[src/rtl/simple_alu_issue_arbiter.sv]
// Round-robin issue arbiter sharing one combinational ALU between NUM_REQ lanes,
// with an issue register (S1) feeding the ALU and a writeback register (S2) behind it.

`ifndef SIZE_DATA
`define SIZE_DATA 32
`endif
`ifndef SIZE_IMMEDIATE
`define SIZE_IMMEDIATE 16
`endif
`ifndef SIZE_OPCODE_I
`define SIZE_OPCODE_I 6
`endif
`ifndef EXECUTION_FLAGS
`define EXECUTION_FLAGS 3
`endif

module simple_alu_issue_arbiter #(
  parameter int NUM_REQ  = 2,
  parameter int SIZE_TAG = 7
) (
  input  logic                                 clk,
  input  logic                                 reset,
  input  logic                                 flush_i,
  input  logic [NUM_REQ-1:0]                   req_valid_i,
  input  logic [NUM_REQ*`SIZE_OPCODE_I-1:0]    req_opcode_i,
  input  logic [NUM_REQ*`SIZE_DATA-1:0]        req_data1_i,
  input  logic [NUM_REQ*`SIZE_DATA-1:0]        req_data2_i,
  input  logic [NUM_REQ*`SIZE_IMMEDIATE-1:0]   req_immd_i,
  input  logic [NUM_REQ*SIZE_TAG-1:0]          req_tag_i,
  output logic [NUM_REQ-1:0]                   req_ready_o,
  output logic [`SIZE_DATA-1:0]                alu_data1_o,
  output logic [`SIZE_DATA-1:0]                alu_data2_o,
  output logic [`SIZE_IMMEDIATE-1:0]           alu_immd_o,
  output logic [`SIZE_OPCODE_I-1:0]            alu_opcode_o,
  input  logic [`SIZE_DATA-1:0]                alu_result_i,
  input  logic [`EXECUTION_FLAGS-1:0]          alu_flags_i,
  output logic                                 wb_valid_o,
  output logic [SIZE_TAG-1:0]                  wb_tag_o,
  output logic [`SIZE_DATA-1:0]                wb_result_o,
  output logic [`EXECUTION_FLAGS-1:0]          wb_flags_o,
  output logic [1:0]                           wb_lane_o,
  input  logic                                 wb_ready_i
);

  localparam int OPW = `SIZE_OPCODE_I;
  localparam int DW  = `SIZE_DATA;
  localparam int IW  = `SIZE_IMMEDIATE;

  // Handshake: a lane transfers at a rising edge where req_valid_i[i] and
  // req_ready_o[i] are both high; the writeback entry transfers where
  // wb_valid_o and wb_ready_i are both high. Neither side may depend on the
  // other's ready/valid combinationally beyond the stall chain below.

  logic            s1_valid;
  logic [OPW-1:0]  s1_opcode;
  logic [DW-1:0]   s1_data1;
  logic [DW-1:0]   s1_data2;
  logic [IW-1:0]   s1_immd;
  logic [SIZE_TAG-1:0] s1_tag;
  logic [1:0]      s1_lane;
  logic [1:0]      rr_ptr;

  logic            s2_adv;
  logic            s1_adv;
  logic            grant_en;
  logic            found;
  logic            accept;
  logic [1:0]      winner;
  logic [1:0]      cand;
  logic [1:0]      rr_next;
  logic [3:0]      valid_ext;
  logic [3:0]      grant_ext;

  logic [OPW-1:0]      sel_opcode;
  logic [DW-1:0]       sel_data1;
  logic [DW-1:0]       sel_data2;
  logic [IW-1:0]       sel_immd;
  logic [SIZE_TAG-1:0] sel_tag;

  function automatic logic [1:0] wrap_lane(input logic [1:0] base, input int offset);
    int sum;
    sum = int'(base) + offset;
    if (sum >= NUM_REQ) sum = sum - NUM_REQ;
    return 2'(sum);
  endfunction

  assign s2_adv    = !wb_valid_o || wb_ready_i;
  assign s1_adv    = !s1_valid || s2_adv;
  assign grant_en  = s1_adv && !flush_i && !reset;
  assign valid_ext = 4'(req_valid_i);

  // Scan from rr_ptr upward, wrapping at NUM_REQ; the first valid lane wins.
  always_comb begin
    found  = 1'b0;
    winner = 2'd0;
    cand   = 2'd0;
    for (int k = 0; k < NUM_REQ; k++) begin
      cand = wrap_lane(rr_ptr, k);
      if (!found && valid_ext[cand]) begin
        found  = 1'b1;
        winner = cand;
      end
    end
  end

  always_comb begin
    grant_ext = 4'd0;
    if (found && grant_en) grant_ext[winner] = 1'b1;
  end

  assign req_ready_o = grant_ext[NUM_REQ-1:0];
  assign accept      = found && grant_en;
  assign rr_next     = (winner == 2'(NUM_REQ - 1)) ? 2'd0 : winner + 2'd1;

  always_comb begin
    sel_opcode = '0;
    sel_data1  = '0;
    sel_data2  = '0;
    sel_immd   = '0;
    sel_tag    = '0;
    for (int l = 0; l < NUM_REQ; l++) begin
      if (winner == 2'(l)) begin
        sel_opcode = req_opcode_i[l*OPW +: OPW];
        sel_data1  = req_data1_i[l*DW +: DW];
        sel_data2  = req_data2_i[l*DW +: DW];
        sel_immd   = req_immd_i[l*IW +: IW];
        sel_tag    = req_tag_i[l*SIZE_TAG +: SIZE_TAG];
      end
    end
  end

  always_ff @(posedge clk) begin
    if (reset) begin
      s1_valid    <= 1'b0;
      s1_opcode   <= '0;
      s1_data1    <= '0;
      s1_data2    <= '0;
      s1_immd     <= '0;
      s1_tag      <= '0;
      s1_lane     <= 2'd0;
      rr_ptr      <= 2'd0;
      wb_valid_o  <= 1'b0;
      wb_tag_o    <= '0;
      wb_result_o <= '0;
      wb_flags_o  <= '0;
      wb_lane_o   <= 2'd0;
    end else if (flush_i) begin
      // Squash both stages; data fields are don't-care once valid drops.
      s1_valid   <= 1'b0;
      wb_valid_o <= 1'b0;
    end else begin
      if (accept) begin
        s1_valid  <= 1'b1;
        s1_opcode <= sel_opcode;
        s1_data1  <= sel_data1;
        s1_data2  <= sel_data2;
        s1_immd   <= sel_immd;
        s1_tag    <= sel_tag;
        s1_lane   <= winner;
        rr_ptr    <= rr_next;
      end else if (s1_adv) begin
        s1_valid <= 1'b0;
      end
      if (s2_adv) begin
        wb_valid_o  <= s1_valid;
        wb_tag_o    <= s1_tag;
        wb_lane_o   <= s1_lane;
        wb_result_o <= alu_result_i;
        wb_flags_o  <= alu_flags_i;
      end
    end
  end

  assign alu_opcode_o = s1_opcode;
  assign alu_data1_o  = s1_data1;
  assign alu_data2_o  = s1_data2;
  assign alu_immd_o   = s1_immd;

endmodule

[config.mk]
export PLATFORM = sky130hd
export DESIGN_NAME = simple_alu_issue_arbiter
export DESIGN_NICKNAME = d
export VERILOG_FILES = /design/src/rtl/simple_alu_issue_arbiter.sv
export SDC_FILE = /design/constraint.sdc
export NUM_CORES = 1
export LEC_CHECK = 0
export ABC_AREA = 0
export BUFFER_PORTS_ARGS = -buffer_cell sky130_fd_sc_hd__buf_2
export CAP_MARGIN = 20
export CORE_AREA = 2 2 140 142
export CTS_CLUSTER_DIAMETER = 100
export DETAILED_ROUTE_END_ITERATION = 6
export DIE_AREA = 0 0 142 144
export HOLD_SLACK_MARGIN = 0.03
export PLACE_DENSITY_LB_ADDON = 0.15
export SYNTH_ARGS = -nofsm -noshare
export SYNTH_HDL_FRONTEND = slang
export SYNTH_SLANG_ARGS = --single-unit
[constraint.sdc]
create_clock -name clk -period 2.64 [get_ports clk]
set_input_delay 0.528 -clock clk [delete_from_list [all_inputs] [get_ports clk]]
set_output_delay 0.528 -clock clk [all_outputs]
set_load 0.02 [all_outputs]
Yosys cells after proc, flatten, opt, wreduce, memory -nomap -nowiden
Index checks and enable logic that the tools add are counted.
{"block": "word_totals", "reg_bits": 143, "elab_cells": 68}
{"block": "op_classes", "add_sub_neg": 4, "order_cmp": 6, "eq_ne": 1, "mux": 26, "n_bitwise": 1, "n_reduce_logical": 17}
{"cell": "$mux W32", "count": 4}
{"cell": "$mux W16", "count": 2}
{"cell": "$mux W7", "count": 2}
{"cell": "$mux W2", "count": 6}
{"cell": "$mux W6", "count": 2}
{"cell": "$lt A2 B3 Y1 const B", "count": 3}
{"cell": "$mux W1", "count": 7}
{"cell": "$logic_and A1 B1 Y1", "count": 5}
{"cell": "$logic_not A1 Y1", "count": 5}
{"cell": "$bmux W1 S2", "count": 2}
{"cell": "$reduce_and A2 Y1", "count": 2}
{"cell": "$sub A2 B2 Y2 const B", "count": 2}
{"cell": "$add A2 B1 Y3 const B", "count": 1}
{"cell": "$ge A3 B2 Y1 const B", "count": 1}
{"cell": "$add A2 B1 Y2 const B", "count": 1}
{"cell": "$demux W1 S2", "count": 1}
{"cell": "$eq A2 B1 Y1 const B", "count": 1}
{"cell": "$ge A2 B1 Y1 const B", "count": 1}
{"cell": "$ge A2 B2 Y1 const B", "count": 1}
{"cell": "$logic_not A2 Y1", "count": 1}
{"cell": "$logic_or A1 B1 Y1", "count": 2}
{"cell": "$reduce_bool A2 Y1", "count": 1}
{"cell": "$reduce_or A2 Y1", "count": 1}
{"cell": "$not A1 Y1", "count": 1}

Logic depth before layout (Yosys ltp)
{"block": "logic_depth", "depth_word": 13, "depth_mapped": 6}

Worst setup path after synthesis
Ideal clock, no wire load.
{"block": "synth_path", "path_type": "in2out", "start": "input port reset", "end": "output port req_ready_o[0]", "arrival_time_ps": 1768, "slack_ps": 344, "cell_stages": 6, "path_cell_list": "clkbuf_1 or2_1 a211oi_4 buf_4 buf_4 and2_1"}
{"block": "synth_between", "elab_chain_cells": 4}
{"item": "start, declared", "line_no": "22", "source": "input logic reset,"}
{"item": "$logic_not A1 Y1", "line_no": "89", "source": "assign grant_en = s1_adv && !flush_i && !reset;"}
{"item": "$logic_and A1 B1 Y1", "line_no": "89"}
{"item": "$logic_and A1 B1 Y1", "line_no": "108", "source": "if (found && grant_en) grant_ext[winner] = 1'b1;"}
{"item": "$mux W2", "line_no": "108"}
{"item": "end, declared", "line_no": "30", "source": "output logic [NUM_REQ-1:0] req_ready_o,"}
No other way between the ends.

Worst setup path after layout
{"block": "layout_path", "start": "register rr_ptr[0]", "end": "output port req_ready_o[0]"}
{"block": "layout_between", "elab_chain_cells": 13, "elab_cells_between_ends": 24}
{"item": "start, declared", "line_no": "61", "source": "logic [1:0] rr_ptr;"}
{"item": "start signal, assigned", "line_no": "160", "source": "rr_ptr <= rr_next;"}
{"item": "parallel branches: the longest is 12 deep, another holds $add A2 B1 Y3"}
{"item": "$mux W2 (*)", "line_no": "108"}
Every way passes the cells marked *. The select of a mux whose other input is x is not followed.

==> flow_summary.yaml <==
run_status:
  outcome: "finished clean"
yosys:
  synth_compound_gate_area_share: 0.322
  yosys.area_share.simple: 0.134
  avgSynthCellArea_um2: 8.62
  synth_mux_area_frac: 0
  ys_ff_latch: 143
  synthAdderAreaFrac: 0
  synth_nets: 996
  synth_top_family_by_area: "compound AO/OA/AOI/OAI gates"
  synth_cell_types: 25
  ys_seq_area_frac: 0.432
  post_synth_inst_count: 769
  yosys_warnings: 0
  syn_area_mm2: 0.00663
  synth_xor_area_frac: 0
placed_design:
  dp_hpwl_um: 14800
  portBuffers: 359
  dpl_cell_area_mm2: 0.00853
  place_congestion: 0.797
worst_hold_path:
  worstHoldStart: "alu_result_i[10]"
  min_path_cells: 3
  min_to: "wb_result_o[10]"
  hold_path.class: "in2reg"
power_and_ir_drop:
  p_leak_nw: 3.95
  pwr_density_cell_mw_per_mm2: 633
  vdd_ir_drop_max_uv: 406
setup_path:
  cp_cell_sequence: "a21bo_2, a211oi_4, and2_1, buf_2"
  crit_fanout: 5
  worstPathArrival_ns: 1.69
  regToRegStartpoint: "rr_ptr[0]"
  timing.rr.end: "alu_data1_o[29]"
  critPathLaunchType: "flip-flop"
  rr_worst_depth: 4
  crit_path_top_delay_cell: "dfxtp_1"
  r2r_slack_ns: 0.94
  crit_required_ns: 2.11
  worstSetupPathType: "reg2out"
  path_buf_inv: 1
  slowest_delay_ns: 0.37
  cp_top_family: "compound AO/OA/AOI/OAI gates"
  worstSetupEndpointType: "primary output"
routing:
  viasPerCell: 5.35
  routedWlPerCell_um: 17.6
  drc: 0
  drt_first_pass_iters: 4
  wl_um: 23300
  first_iter_violations: 310
  antenna_left: 0
  vias: 7051
timing:
  rsz0062_at_grt: "no"
  fmaxAchievable_mhz: 451
  holdWs_ns: 0.351
  tightestPinTransition_ns: 1.07
  slew_violations: 0
  setup_viol: 0
  hold_violations: 0
  period_minus_slack_ns: 2.22
  fin_skew_ns: 0.0108
  setup_tns_ns: 0
  max_slew_margin: 0.285
  post-route-period-util: 0.840
floorplan:
  chipWidth_um: 142
  num_rows: 51
  fp.dieArea_mm2: 0.0204
  floorplan.core_area_mm2: 0.0191
  dieHeight_um: 144
  start_util: 0.348
  num_io_pins: 360
clocking:
  cts_sinks: 143
  clk_latency_ns: 0.43
  clockBufferDepth: 2
  clk_pin_slew_worst_paths_ns: 0.06
  clock-root-buffer: "clkbuf_16"
  cts_htree_levels: 4
  cts_setup_buffers: 0
  cts_hold_buffers: 0
  cts_buffers: 17
  cts_tree: "yes"
  cts-resized-gates: 0
global_route:
  track_usage: 0.215
  grt_pass1_vias: 6440
  grt_max_degree: 97
  grt_pass1_wl_um: 34900
  antenna_found_initial: 3
  grt_overflow: 0
final_layout:
  n_fill_cell: 1948
  area_growth_pct: 37.5
  final_cell_area_mm2: 0.00911
  nets: 1292
  drive_gt1_frac: 0.382
run:
  max_cap_viol_count: 0
[kinds of logic after synthesis]
group	after synthesis
AO/OA/AOI/OAI	281
buffers and inverters	192
AND/OR/NAND/NOR	153
flip-flops	143
[worst min-delay path: cells and delay by family]
family	cells	cell delay [ns]
AO/OA/AOI/OAI	1	0.05
buffers and inverters	1	0.09
AND/OR/NAND/NOR	1	0.05
[metrics by stage]
| step | std cells | util | total power [mW] | setup slack, ns |
|---|---|---|---|---|
| 2_1_floorplan | 769 | - | 3.02 | 0.344 |
| 3_5_place_dp | 1284 | 0.447 | 3.45 | 0.573 |
| 3_3_place_gp | 1284 | 0.447 | 3.45 | 0.579 |
| 5_1_grt | 1317 | 0.478 | 6.04 | 0.327 |
| 6_report | 1318 | 0.478 | 5.77 | 0.422 |
| 4_1_cts | 1316 | 0.477 | 5.84 | 0.401 |
[per-layer routing]
metal,vias to the layer above,share of wire,global-route usage
met4,4,0.025,0.0811
met2,269,0.48,0.356
met5,-,0.0011,0
met1,3281,0.43,0.268
li1,3455,-,-
met3,42,0.071,0.0603
[cells in the final DEF, fill, tap and decap left out, types with 12 or more instances in the layout]
cell type	instances
buf_2	357
dfxtp_1	143
inv_1	95
and2_1	94
o32ai_1	94
a32oi_1	93
nand3_1	44
o21ai_0	44
a21oi_1	44
clkbuf_16	17
buf_4	12
[synth_stat cells]
cell type	count	area, um2
buf_1	3	11.3
nor3b_1	2	15.0
nand2_1	2	7.51
a21oi_1	44	220
nand3_1	44	220
dfxtp_1	143	2860
a31oi_1	2	12.5
nand2b_1	2	12.5
nor2_1	5	18.8
buf_2	12	60.1
a32oi_1	93	815
nor2b_1	1	6.26
clkinv_1	1	3.75
inv_1	95	357
and2_1	94	588
a211oi_4	1	20.0
and3b_1	1	8.76
buf_4	2	15.0
clkbuf_1	79	297
o21ai_0	45	225
or2_1	1	6.26
a21bo_2	1	10.0
nand3b_1	1	7.51
a311oi_1	1	8.76
o32ai_1	94	823
[how the worst max path moves through the flow]
stage / slack, ns / start / end / cells after the start
3_5_place_dp: 0.57 / req_valid_i[0] / req_ready_o[0] / 5
4_1_cts: 0.40 / rr_ptr[0] / req_ready_o[0] / 4
3_3_place_gp: 0.58 / req_valid_i[0] / req_ready_o[0] / 5
2_1_floorplan: 0.34 / reset / req_ready_o[0] / 6
6_report: 0.42 / rr_ptr[0] / req_ready_o[0] / 4
5_1_grt: 0.33 / rr_ptr[0] / req_ready_o[0] / 4
[layout make-up]
class / count / area, um2 / share of cell area
Multi-Input combinational cell: 434 / 3060 / 0.335
Sequential cell: 143 / 2860 / 0.314
Timing Repair Buffer: 373 / 1960 / 0.215
Clock buffer: 17 / 425 / 0.0467
Inverter: 96 / 360 / 0.0395
Tap cell: 238 / 298 / 0.0327
Clock inverter: 15 / 150 / 0.0165
Antenna cell: 2 / 5.00 / 0.000549
[flip-flops by register name, indices dropped and copies added (netlist names)]
register and count:
s1_tag 7, wb_tag_o 7, wb_valid_o 1, rr_ptr 2
wb_result_o 32, s1_lane 2, alu_immd_o 16, alu_data1_o 32
alu_opcode_o 6, wb_lane_o 2, alu_data2_o 32, wb_flags_o 3
s1_valid 1
[power breakdown]
group,internal [mW],total [mW],switching (mW),leakage (nW)
sequential,2.30,2.37,0.0688,1.18
combinational,0.422,1.03,0.607,2.50
clock,1.33,2.37,1.04,0.276
(Power assumes the default switching activity.)
